==> src/rtl/decode_ctrl_stage.sv <==
// Main-control decode stage for the RV32I pipeline.
// Decodes the ID instruction, registers it across ID/EX and resolves the EX next-PC select.
module decode_ctrl_stage #(
    parameter bit SUPPORT_UPPER = 1'b1,
    parameter bit BRANCH_FULL   = 1'b1,
    parameter int ILL_CNT_W     = 8
) (
    input  logic                 clk,
    input  logic                 rst_n,
    input  logic [31:0]          instr_d,
    input  logic                 valid_d,
    input  logic                 stall_e,
    input  logic                 flush_e,
    input  logic                 zero_e,
    input  logic                 lt_e,
    input  logic                 ltu_e,
    output logic                 valid_e,
    output logic                 reg_write_e,
    output logic                 mem_write_e,
    output logic [1:0]           result_src_e,
    output logic                 alu_src_e,
    output logic                 alu_src_a_e,
    output logic [2:0]           imm_src_e,
    output logic [1:0]           alu_op_e,
    output logic                 branch_e,
    output logic                 jump_e,
    output logic                 jalr_e,
    output logic [2:0]           branch_type_e,
    output logic                 illegal_e,
    output logic [1:0]           pcsrc_e,
    output logic [ILL_CNT_W-1:0] ill_cnt
);

    localparam logic [6:0] OP_LOAD   = 7'b0000011;
    localparam logic [6:0] OP_STORE  = 7'b0100011;
    localparam logic [6:0] OP_R      = 7'b0110011;
    localparam logic [6:0] OP_I      = 7'b0010011;
    localparam logic [6:0] OP_BRANCH = 7'b1100011;
    localparam logic [6:0] OP_JAL    = 7'b1101111;
    localparam logic [6:0] OP_JALR   = 7'b1100111;
    localparam logic [6:0] OP_LUI    = 7'b0110111;
    localparam logic [6:0] OP_AUIPC  = 7'b0010111;

    logic [6:0] opcode;
    logic [2:0] funct3;
    logic       unused_instr_bits;

    assign opcode            = instr_d[6:0];
    assign funct3            = instr_d[14:12];
    assign unused_instr_bits = ^{instr_d[31:15], instr_d[11:7]};

    logic       reg_write_d;
    logic       mem_write_d;
    logic [1:0] result_src_d;
    logic       alu_src_d;
    logic       alu_src_a_d;
    logic [2:0] imm_src_d;
    logic [1:0] alu_op_d;
    logic       branch_d;
    logic       jump_d;
    logic       jalr_d;
    logic [2:0] branch_type_d;
    logic       illegal_d;

    // Opcode 1:0 is part of every legal opcode, so a non-11 low pair falls to default.
    always_comb begin
        reg_write_d   = 1'b0;
        mem_write_d   = 1'b0;
        result_src_d  = 2'b00;
        alu_src_d     = 1'b0;
        alu_src_a_d   = 1'b0;
        imm_src_d     = 3'b000;
        alu_op_d      = 2'b00;
        branch_d      = 1'b0;
        jump_d        = 1'b0;
        jalr_d        = 1'b0;
        branch_type_d = 3'b000;
        illegal_d     = 1'b0;
        case (opcode)
            OP_LOAD: begin
                reg_write_d  = 1'b1;
                alu_src_d    = 1'b1;
                result_src_d = 2'b01;
            end
            OP_STORE: begin
                imm_src_d   = 3'b001;
                alu_src_d   = 1'b1;
                mem_write_d = 1'b1;
            end
            OP_R: begin
                reg_write_d = 1'b1;
                alu_op_d    = 2'b10;
            end
            OP_I: begin
                reg_write_d = 1'b1;
                alu_src_d   = 1'b1;
                alu_op_d    = 2'b10;
            end
            OP_BRANCH: begin
                imm_src_d     = 3'b010;
                alu_op_d      = 2'b01;
                branch_d      = 1'b1;
                branch_type_d = funct3;
                if (funct3[2:1] == 2'b01 || (!BRANCH_FULL && funct3 != 3'b000))
                    illegal_d = 1'b1;
            end
            OP_JAL: begin
                reg_write_d  = 1'b1;
                imm_src_d    = 3'b011;
                result_src_d = 2'b10;
                jump_d       = 1'b1;
            end
            OP_JALR: begin
                reg_write_d  = 1'b1;
                alu_src_d    = 1'b1;
                result_src_d = 2'b10;
                jump_d       = 1'b1;
                jalr_d       = 1'b1;
                if (funct3 != 3'b000)
                    illegal_d = 1'b1;
            end
            OP_LUI: begin
                reg_write_d  = 1'b1;
                imm_src_d    = 3'b100;
                alu_src_d    = 1'b1;
                result_src_d = 2'b11;
                if (!SUPPORT_UPPER)
                    illegal_d = 1'b1;
            end
            OP_AUIPC: begin
                reg_write_d = 1'b1;
                imm_src_d   = 3'b100;
                alu_src_d   = 1'b1;
                alu_src_a_d = 1'b1;
                if (!SUPPORT_UPPER)
                    illegal_d = 1'b1;
            end
            default: illegal_d = 1'b1;
        endcase
        if (illegal_d) begin
            reg_write_d   = 1'b0;
            mem_write_d   = 1'b0;
            result_src_d  = 2'b00;
            alu_src_d     = 1'b0;
            alu_src_a_d   = 1'b0;
            imm_src_d     = 3'b000;
            alu_op_d      = 2'b00;
            branch_d      = 1'b0;
            jump_d        = 1'b0;
            jalr_d        = 1'b0;
            branch_type_d = 3'b000;
        end
    end

    logic [18:0] bundle_d;
    logic [18:0] bundle_q;

    assign bundle_d = {1'b1, reg_write_d, mem_write_d, result_src_d, alu_src_d, alu_src_a_d,
                       imm_src_d, alu_op_d, branch_d, jump_d, jalr_d, branch_type_d, illegal_d};

    always_ff @(posedge clk or negedge rst_n) begin
        if (!rst_n)
            bundle_q <= '0;
        else if (flush_e)
            bundle_q <= '0;
        else if (stall_e)
            bundle_q <= bundle_q;
        else if (valid_d)
            bundle_q <= bundle_d;
        else
            bundle_q <= '0;
    end

    // Counting only on a real load means a stalled illegal instruction is seen once.
    always_ff @(posedge clk or negedge rst_n) begin
        if (!rst_n)
            ill_cnt <= '0;
        else if (!flush_e && !stall_e && valid_d && illegal_d && ill_cnt != {ILL_CNT_W{1'b1}})
            ill_cnt <= ill_cnt + ILL_CNT_W'(1);
    end

    assign {valid_e, reg_write_e, mem_write_e, result_src_e, alu_src_e, alu_src_a_e,
            imm_src_e, alu_op_e, branch_e, jump_e, jalr_e, branch_type_e, illegal_e} = bundle_q;

    logic taken;

    always_comb begin
        taken = 1'b0;
        case (branch_type_e)
            3'b000:  taken = zero_e;
            3'b001:  taken = ~zero_e;
            3'b100:  taken = lt_e;
            3'b101:  taken = ~lt_e;
            3'b110:  taken = ltu_e;
            3'b111:  taken = ~ltu_e;
            default: taken = 1'b0;
        endcase
    end

    always_comb begin
        pcsrc_e = 2'b00;
        if (valid_e) begin
            if (jalr_e)
                pcsrc_e = 2'b10;
            else if (jump_e || (branch_e && taken))
                pcsrc_e = 2'b01;
        end
    end

endmodule
==> config.mk <==
export PLATFORM = sky130hd
export DESIGN_NAME = decode_ctrl_stage
export DESIGN_NICKNAME = d
export VERILOG_FILES = /design/src/rtl/decode_ctrl_stage.sv
export SDC_FILE = /design/constraint.sdc
export NUM_CORES = 1
export LEC_CHECK = 0
export ABC_AREA = 1
export CORE_MARGIN = 5
export CORE_UTILIZATION = 44
export DETAILED_ROUTE_END_ITERATION = 12
export PLACE_DENSITY = 0.84
export SKIP_CTS_REPAIR_TIMING = 1
export SLEW_MARGIN = 25
export SYNTH_ARGS = -nofsm -noshare
export SYNTH_HDL_FRONTEND = slang
export SYNTH_SLANG_ARGS = --single-unit
==> constraint.sdc <==
create_clock -name clk -period 3.14 [get_ports clk]
set_input_delay 0.628 -clock clk [delete_from_list [all_inputs] [get_ports clk]]
set_output_delay 0.628 -clock clk [all_outputs]
set_load 0.02 [all_outputs]
Yosys cells after proc, flatten, opt, wreduce, memory -nomap -nowiden
Cells that the tools add are included.
Word-level totals
  memory bits (read-only): 0
  word-level logic and storage cells: 71
  input bits: 40
  register bits after elaboration: 27
  memory bits (writable): 0
  output and inout port bits: 29
  memories: 0
  latch bits: 0
Cells by class
  $mul: 0
  reduce and logical (&&, ||, !) cells: 16
  order comparisons: 0
  bitwise gates (word level): 3
  shift-type cells: 0
  divide/modulo/power cells: 0
  muxes and demuxes: 32
  add/subtract/negate cells: 1
  equal/unequal tests: 17
Operator list (number)
  19-bit 2-to-1 mux: 3
  7-bit by 6-bit == test with 1-bit output (second input constant): 3
  7-bit == test (second input constant): 3
  1-bit 2-to-1 mux: 17
  7-bit by 5-bit == test with 1-bit output (second input constant): 2
  7-bit OR reduction: 2
  3-bit == test (second input constant): 4
  3-bit one-hot mux with 4 select lines: 1
  3-bit 2-to-1 mux: 3
  8-bit by 1-bit adder with 8-bit output (second input constant): 1
  2-bit 2-to-1 mux: 4
  8-bit != test (second input constant): 1
  7-bit by 2-bit == test with 1-bit output (second input constant): 1
  1-bit one-hot mux with 6 select lines: 1
  2-bit one-hot mux with 3 select lines: 1
  2-bit OR reduction: 3
  6-bit OR reduction: 1
  1-bit logical AND: 5
  2-bit one-hot mux with 2 select lines: 1
  3-bit by 1-bit == test with 1-bit output (second input constant): 1
  3-bit logical NOT: 1
  1-bit inverter: 3
  1-bit one-hot mux with 3 select lines: 1
  3-bit nonzero test: 1
  other kinds (4): 5

Logic depth before layout (Yosys ltp)
  word-level depth: 7
  gate-level depth with buffers: 12
  depth with buffers taken out: 11

Least setup slack after synthesis
No wires, ideal clock.
  path kind: in2out
  from: input lt_e
  to: output pcsrc_e[0]
  data required time: 2.512 ns
  path buffers: 0
  stages on the path: 8
  setup slack: 1.034 ns
  data arrival time: 1.478 ns
  cell sequence: inv_1 nand2_1 o21ai_0 nand2_1 nand3_1 nand2_1 a21oi_1 nor3_1
On the way
  word-level cells in the longest chain between the ends: 7
Ends and longest elaborated chain
  start: declaration: RTL line 15  | input logic lt_e,
  1-bit inverter: RTL line 193  | 3'b101: taken = ~lt_e;
  1-bit one-hot mux with 6 select lines *: RTL line 189  | case (branch_type_e)
  1-bit logical AND *: RTL line 205  | else if (jump_e || (branch_e && taken))
  1-bit logical OR *: RTL line 205
  1-bit 2-to-1 mux *: RTL line 205
  2-bit 2-to-1 mux *: RTL line 203  | if (jalr_e)
  2-bit 2-to-1 mux *: RTL line 202  | if (valid_e) begin
  end: declaration: RTL line 30  | output logic [1:0] pcsrc_e,
Every way passes the cells marked *; elsewhere a longest branch is shown, timed or not.

Worst setup path after layout
Same ends and word-level chain as after synthesis.

==> flow_metrics.env <==
export IMPL_fmax_mhz=341
export IMPL_hold_class="reg2reg"
export IMPL_grt_util_all_layers_pct=16.4
export IMPL_synthesis_area_um2=1510
export IMPL_syn2layout_area_growth_pct=36.3
export IMPL_ys_warn_count=0
export IMPL_syn_nets=243
export IMPL_syn_area_per_cell_um2=7.49
export IMPL_design_area_um2=2060
export IMPL_finalPower_mw=0.814
export IMPL_place_congestion=0.802
export IMPL_synth_compound_area_share_pct=7.03
export IMPL_setup_viol=0
export IMPL_dp_cells=292
export IMPL_drt_iter0_markers=66
export IMPL_yosysMostFrequentCell="nand2_1"
export IMPL_synthArstFlopShare_pct=100
export IMPL_clk_path_buf_depth=2
export IMPL_finalWirelength_mm=3.55
export IMPL_initial_core_util_pct=45.3
export IMPL_whs_ns=0.497
export IMPL_preCtsSetupSlack_ns=0.213
export IMPL_fin_util_pct=61.8
export IMPL_avgViaCountPerCell=4.77
export IMPL_slew_headroom_pct=71.2
export IMPL_wl_per_cell_um=12.0
export IMPL_numCtsBuffers=3
export IMPL_synth_area_leader_cell="dfrtp_1"
export IMPL_yosysUniqueCellTypes=29
export IMPL_status="finished, final reports clean"
export IMPL_synthXorXnorAreaFrac_pct=3.47
export IMPL_grt_remaining_overflow=0
export IMPL_cp_start_kind="primary input"
export IMPL_synth_top_area_share_pct=43.0
export IMPL_crit_fanout=2
export IMPL_fp_row_count=21
export IMPL_crit_type="in2out"
export IMPL_h_tree_depth=1
export IMPL_rsz0062_at_grt="no"
export IMPL_antenna_cells=0
export IMPL_place_area_um2=2010
export IMPL_final_critical_path_setup_slack_ns=0.210
export IMPL_dieArea_um2=4710
export IMPL_synth_flop_cell="dfrtp_1"
export IMPL_vias=1411
export IMPL_portBuffers=46
export IMPL_max_vdd_ir_drop_uv=169
export IMPL_synth_seq_cells=26
export IMPL_hold_viol_final=0
export IMPL_synth_common_cells="71 x nand2_1, 26 x dfrtp_1, 20 x nor2_1"
export IMPL_fin_tns_setup_ns=0
export IMPL_drt_pass1_iterations=4
export IMPL_remaining_drc_errors=0
export IMPL_nets=292
export IMPL_cp_data_required_time_ns=2.51
export IMPL_slew_viol_final=0
export IMPL_root_buffer="clkbuf_4"
export IMPL_leakagePower_nw=1.03
export IMPL_io_pins=69
export IMPL_drive_above_1_share_pct=9.60
export IMPL_power_density_nw_per_um2=395
export IMPL_clk_pin_slew_worst_paths_ns=0.14
export IMPL_grt_pass1_vias=1382
export IMPL_grt_max_degree=27
export IMPL_cts_sinks=26
export IMPL_place_hpwl_mm=2.68
export IMPL_synth_edf_count=0
export IMPL_worstMarginPinSlew_ns=0.431
export IMPL_synthTopCellsByArea="dfrtp_1 43%, nand2_1 18%, nor2_1 5.0%"
export IMPL_synth_top_family_by_area="simple AND/OR/NAND/NOR gates"
export IMPL_die_y_um=68.6
export IMPL_die_w_um=68.6
export IMPL_core_area_um2=3340
export IMPL_arrival_ns=2.30
export IMPL_finalCritPeriodShare_pct=93.3
export IMPL_muxShareOfSynthArea_pct=0
export IMPL_grt_pass1_wl_mm=5.96
export IMPL_r2r_setup_slack_ns=1.45
export IMPL_synth_cells=202
export IMPL_fin_skew_ns=0.00116
export IMPL_ys_seq_area_share_pct=43.0
export IMPL_crit_path_end_kind="primary output"
export IMPL_cts_tree="done"
export IMPL_drv_cap=0
export IMPL_antenna_found_initial=0
export IMPL_synth_adder_area_share_pct=0.827
export IMPL_synth_simple_gate_area_share_pct=37.4
export IMPL_ant_nets=0
export IMPL_insertion_delay_ns=0.32
export IMPL_final_min_clock_period_ns=2.93
export IMPL_finalNonFillerCells=296
[flip-flops by register name (all words and copies together) (netlist names)]
register  cells
ill_cnt       8
bundle_q     18
[placed cells by master (no fill, tap or decap), drive strengths merged]
cell | Yosys | final
ha | 1 | 1
o21ai | 9 | 9
a22o | 1 | 1
xnor2 | 2 | 2
o21bai | 2 | 2
inv | 23 | 23
xor2 | 4 | 4
clkbuf | 1 | 3
buf | 3 | 2
and3 | 1 | 1
clkdlybuf4s50 | 0 | 46
bufinv | 0 | 1
o211ai | 1 | 1
dfrtp | 26 | 26
nand3 | 13 | 13
a21oi | 3 | 3
o31ai | 1 | 1
nor3 | 2 | 2
nor2 | 22 | 22
nand4 | 10 | 10
nand2 | 77 | 77
[critical path, cell delays in order]
cell             delay [ns]
clkdlybuf4s50_1        0.46
inv_1                  0.04
nand2_1                0.07
o21ai_0                0.09
nand2_1                0.07
nand3_1                0.07
nand2_1                0.07
a21oi_1                0.06
nor3_1                 0.13
clkdlybuf4s50_1        0.63
[cells by family after synthesis]
group                    Yosys count
AO/OA/AOI/OAI                     17
XOR/XNOR                           6
adder cells (fa/ha/maj)            1
buffers and inverters             27
flip-flops                        26
AND/OR/NAND/NOR                  125
[power breakdown]
| group | leakage, nW | switching, mW | total [mW] | internal [mW] |
|---|---|---|---|---|
| Combinational | 0.642 | 0.102 | 0.192 | 0.0900 |
| Sequential | 0.358 | 0.0335 | 0.391 | 0.358 |
| Clock | 0.0279 | 0.102 | 0.231 | 0.129 |
| Total | 1.03 | 0.238 | 0.814 | 0.577 |
[area by class of cell]
class                      count  area [um2]
inverter                      23        88.8
sequential                    26         651
clock inverter                 1        30.0
fill                         322        1270
tap                           46        57.6
timing repair buffer          48         475
multi-input combinational    149         737
clock buffer                   3        22.5
[final timing paths]
path | cells after the start | endpoint | start
max | 10 | pcsrc_e[0] | lt_e
min | 2 | bundle_q[9]$_DFFE_PN0P_ | bundle_q[9]$_DFFE_PN0P_
max reg2reg | 7 | ill_cnt[1]$_DFFE_PN0P_ | ill_cnt[0]$_DFFE_PN0P_
min reg2reg | 2 | bundle_q[9]$_DFFE_PN0P_ | bundle_q[9]$_DFFE_PN0P_
max in group asynchronous | 2 | bundle_q[17]$_DFFE_PN0P_ | rst_n
min in group asynchronous | 2 | ill_cnt[7]$_DFFE_PN0P_ | rst_n
[routing by layer]
| layer | vias up | part of all wire, % | routed length [um] | GRT usage (%) |
|---|---|---|---|---|
| met5 | - | 0 | 0 | 0 |
| met4 | 0 | 0.45 | 16 | 5.21 |
| met3 | 2 | 6.4 | 228 | 2.92 |
| met2 | 36 | 47 | 1690 | 28.1 |
| met1 | 632 | 46 | 1620 | 20.9 |
| li1 | 741 | - | - | - |
(Power assumes the default switching activity.)
==> RTL change 1: new RTL, same settings <==
`ILL_CNT_W`: 8 -> 10.
--- a/src/rtl/decode_ctrl_stage.sv
+++ b/src/rtl/decode_ctrl_stage.sv
@@ -4,5 +4,5 @@
     parameter bit SUPPORT_UPPER = 1'b1,
     parameter bit BRANCH_FULL   = 1'b1,
-    parameter int ILL_CNT_W     = 8
+    parameter int ILL_CNT_W     = 10
 ) (
     input  logic                 clk,
Interface: changed (resized ill_cnt); port bits go from 69 to 71. The function was not compared with the original's and may differ.
==> RTL change 1 against the original RTL <==
Sequential cell count rose by 2. Final area is 11% higher. Wire length grew 7.0%. First-iteration DRC count increased by 68%. Global-route usage fell by 1.8 points. Clock power down 3%. Total power up 3.5%. Area after synthesis rose by 14%. Non-clock buffer count rose by 2. Largest cell class unchanged. Final cell count rose by 4.7%. Die area increased by 12%. Worst setup slack better by 0.054 ns. Utilization shrank 0.34 points. Critical path depth is the same.
==> RTL change 1: results (changes against the original RTL) <==
set qor(fraction_of_the_mapped_netlist_area_in_compound_gates_pct) 8.00 ;# was 7.03%
set qor(finalCritPeriodShare_pct) 91.6 ;# was 93.3%
set qor(r2r_slack_ns) 1.35 ;# was 1.45 ns
set qor(finalWirelength_um) 3800 ;# was 3550 µm
set qor(placement.cell_area_um2) 2230 ;# was 2010 µm²
set qor(pg_seq_uw) 419 ;# was 391 µW
set qor(leakage_power_summed_over_all_cells_nw) 1.10 ;# was 1.03 nW
set qor(grt_pass1_vias) 1421 ;# was 1,382
set qor(worstHoldEndpoint) {bundle_q[17]} ;# was bundle_q[9]
set qor(met1_length_um) 1750 ;# was 1620 µm
set qor(clock_power_share_pct) 26.6 ;# was 28.4%
set qor(synth-adder-area-share_pct) 0.727 ;# was 0.827%
set qor(routed-wl-met3_um) 189 ;# was 228 µm
set qor(tightestPinTransition_ns) 0.521 ;# was 0.431 ns
set qor(hold_ws_ns) 0.492 ;# was 0.497 ns
set qor(cts-root-buf) {clkbuf_8} ;# was clkbuf_4
set qor(netSwitchingPower_uw) 254 ;# was 238 µW
set qor(post_synthesis_share_of_cell_area_spent_on_xor_and_xnor_gates_pct) 4.07 ;# was 3.47%
set qor(use_met3_pct) 1.80 ;# was 2.92%
set qor(reg_top3) {bundle_q x18, ill_cnt x10} ;# was bundle_q x18, ill_cnt x8
set qor(clk_transition_reported_paths_ns) 0.09 ;# was 0.14 ns
set qor(detail_routed_via_count_per_cell) 4.93 ;# was 4.77
set qor(route.detailed.wl_per_inst_um) 12.3 ;# was 12.0 µm
set qor(ir_drop_mv) 0.188 ;# was 0.169 mV
set qor(globalplace.congestion) 0.860 ;# was 0.802
set qor(syn2layout_area_growth_pct) 32.7 ;# was 36.3%
set qor(place.detailed.hpwl_um) 2870 ;# was 2680 µm
set qor(total_power_uw) 843 ;# was 814 µW
set qor(synth.top_cells.by_area) {dfrtp_1 (41%), nand2_1 (14%), inv_1 (4.4%)} ;# was dfrtp_1 (43%), nand2_1 (18%), nor2_1 (5.0%)
set qor(post_route_cells_drive_above_1_share_pct) 14.5 ;# was 9.60%
set qor(status) {complete, no violations} ;# unchanged
set qor(cells_after_dpl) 306 ;# was 292
set qor(later_pin_clock_latency_in_the_skew_report_ns) 0.27 ;# was 0.32 ns
set qor(yosysSeqAreaShare_pct) 40.7 ;# was 43.0%
set qor(amount_of_wire_on_met2_after_detailed_routing_um) 1820 ;# was 1690 µm
set qor(detail_route.iter0.violations) 111 ;# was 66
set qor(grt_first_pass_wirelength_um) 6310 ;# was 5960 µm
set qor(pre_cts_ws_ns) 0.261 ;# was 0.213 ns
RTL change 1: cell types whose count changed in the layout (fill, tap and decap cells not counted), sizes merged, moves of 2 or more:
cell           before  now
dfrtp              26   28
nand3              13   17
clkdlybuf4s50      46   48
o21ai               9   13
xnor2               2    4
nand2              77   74
o22ai               0    3
o21bai              2    0
RTL change 1: worst max-delay path: stages:
cell and delay [ns]:
clkdlybuf4s50_1 0.45, nand2_1 0.06, nand3_1 0.09, nand2_1 0.05
o22ai_1 0.10, nand2_1 0.07, nand2_1 0.05, nand2_1 0.04
nor2_1 0.08, clkdlybuf4s50_1 0.60
RTL change 1: area by class of cell:
type	instances	share of cell area (%)
multi-input combinational	156	38.5
sequential	28	30.7
timing repair buffer	50	21.7
inverter	24	4.05
tap	48	2.63
clock buffer	4	2.41
==> RTL change 2: new RTL, config.mk and constraints unchanged <==
Made on the original files. Reset style: synchronous (`rst_n`), changed in 2 clocked blocks.
--- a/src/rtl/decode_ctrl_stage.sv
+++ b/src/rtl/decode_ctrl_stage.sv
@@ -159,5 +159,5 @@
                        imm_src_d, alu_op_d, branch_d, jump_d, jalr_d, branch_type_d, illegal_d};
 
-    always_ff @(posedge clk or negedge rst_n) begin
+    always_ff @(posedge clk) begin
         if (!rst_n)
             bundle_q <= '0;
@@ -173,5 +173,5 @@
 
     // Counting only on a real load means a stalled illegal instruction is seen once.
-    always_ff @(posedge clk or negedge rst_n) begin
+    always_ff @(posedge clk) begin
         if (!rst_n)
             ill_cnt <= '0;
Check against the original RTL: differs if rst_n is asserted again (counterexample within 4 cycles, from zero or initial values and one cycle with rst_n low); with rst_n held inactive, the same outputs for 10 cycles.
==> RTL change 2 against the original RTL <==
First-iteration DRC count is 62% higher. Wire length increased by 4.4%. Hold slack got worse by 0.015 ns. Total power shrank 17%. Worst setup slack improved by 0.31 ns. Sequential cell count is the same. Final area up 0.30%. Area after synthesis is 0.58% higher. Highest routed layer unchanged. Combinational power shrank 47%.
==> RTL change 2: results (changes against the original RTL) <==
set qor(status) {complete, no violations} ;# unchanged
set qor(routed-wl-met3_um) 226 ;# was 228 µm
set qor(grt_pass1_vias) 1462 ;# was 1,382
set qor(yosysSeqAreaShare_pct) 34.2 ;# was 43.0%
set qor(synthesis.nets) 280 ;# was 243
set qor(synth_async_sr_flop_share_pct) 0 ;# was 100%
set qor(largest_net_degree_at_the_start_of_global_routing) 20 ;# was 27
set qor(synth_cells) 239 ;# was 202
set qor(grt_first_pass_wirelength_um) 6070 ;# was 5960 µm
set qor(portBuffers) 46 ;# unchanged
set qor(pre_cts_ws_ns) 0.0910 ;# was 0.213 ns
set qor(amount_of_wire_on_met2_after_detailed_routing_um) 1720 ;# was 1690 µm
set qor(detail_route.iter0.violations) 107 ;# was 66
set qor(ir_drop_mv) 0.199 ;# was 0.169 mV
set qor(route.detailed.wl_per_inst_um) 11.2 ;# was 12.0 µm
set qor(tightestPinTransition_ns) 0.474 ;# was 0.431 ns
set qor(synth-adder-area-share_pct) 0.822 ;# was 0.827%
set qor(place.detailed.hpwl_um) 2730 ;# was 2680 µm
set qor(worst_ep_arrival_time_ns) 1.99 ;# was 2.30 ns
set qor(leakage_power_summed_over_all_cells_nw) 0.866 ;# was 1.03 nW
set qor(timing.final.crit_period_ns) 2.62 ;# was 2.93 ns
set qor(post_route_cells_drive_above_1_share_pct) 8.45 ;# was 9.60%
set qor(grt_usage_pct) 16.6 ;# was 16.4%
set qor(fraction_of_the_mapped_netlist_area_in_compound_gates_pct) 12.1 ;# was 7.03%
set qor(detailroute.via_count) 1623 ;# was 1,411
set qor(synth_cell_types) 27 ;# was 29
set qor(detail_routed_via_count_per_cell) 4.92 ;# was 4.77
set qor(ys_dominant_reg_cell) {dfxtp_1} ;# was dfrtp_1
set qor(synth.top_cells.by_area) {dfxtp_1 (34%), nand2_1 (16%), inv_1 (8.1%)} ;# was dfrtp_1 (43%), nand2_1 (18%), nor2_1 (5.0%)
set qor(globalplace.congestion) 0.832 ;# was 0.802
set qor(cells_after_dpl) 326 ;# was 292
set qor(later_pin_clock_latency_in_the_skew_report_ns) 0.32 ;# about the same
set qor(clock-skew-final_ns) 0.000927 ;# was 0.00116 ns
set qor(post_synthesis_share_of_cell_area_spent_on_xor_and_xnor_gates_pct) 2.30 ;# was 3.47%
[RTL change 2: worst paths after layout]
kind | depth (start not counted) | endpoint | slack (ns) | from
worst max register to register | 12 | ill_cnt[5] | 1.38 | ill_cnt[0]
worst max-delay path | 10 | pcsrc_e[0] | 0.52 | lt_e
worst min-delay path | 2 | bundle_q[14] | 0.48 | bundle_q[14]
worst min register to register | 2 | bundle_q[14] | 0.48 | bundle_q[14]
[RTL change 2: metrics by stage]
stage | power [mW] | area [µm²] | hold slack [ns]
2_1_floorplan | 0.404 | 1520 | 0.541
3_3_place_gp | 0.447 | 2010 | 0.456
3_5_place_dp | 0.448 | 2010 | 0.462
4_1_cts | 0.678 | 2070 | 0.484
5_1_grt | 0.702 | 2070 | 0.504
6_report | 0.674 | 2070 | 0.481
[RTL change 2: where the power goes]
part	switching, mW	internal, mW
clock	0.103	0.129
sequential	0.00566	0.335
combinational	0.0563	0.0447
[RTL change 2: routing by layer]
layer	vias to the layer above	GRT usage (%)
met5	-	0
met4	0	5.60
met3	5	2.59
met2	52	27.5
met1	725	21.8
li1	841	-
[RTL change 2: worst max-delay path, delay by kind of cell]
family                 cells  cell delay, ns
buffers and inverters      3            0.74
AOI/OAI and AO/OA          3            0.33
and+or+nand+nor            4            0.29
[RTL change 2: area by class of cell]
cell class                 instances  area share (%)
multi-input combinational        167            39.3
sequential                        26            25.2
timing repair buffer              48            23.1
inverter                          39            7.08
tap                               46            2.78
clock inverter                     1            1.45
clock buffer                       3            1.09
[RTL change 2: cells by family (layout without fill, tap and decap cells)]
| group | count (synthesis) | count (layout) |
|---|---|---|
| xor+xnor | 4 | 4 |
| simple gates | 130 | 130 |
| fa+ha+maj | 1 | 1 |
| buf+inv | 46 | 91 |
| flops | 26 | 26 |
| compound gates | 32 | 32 |
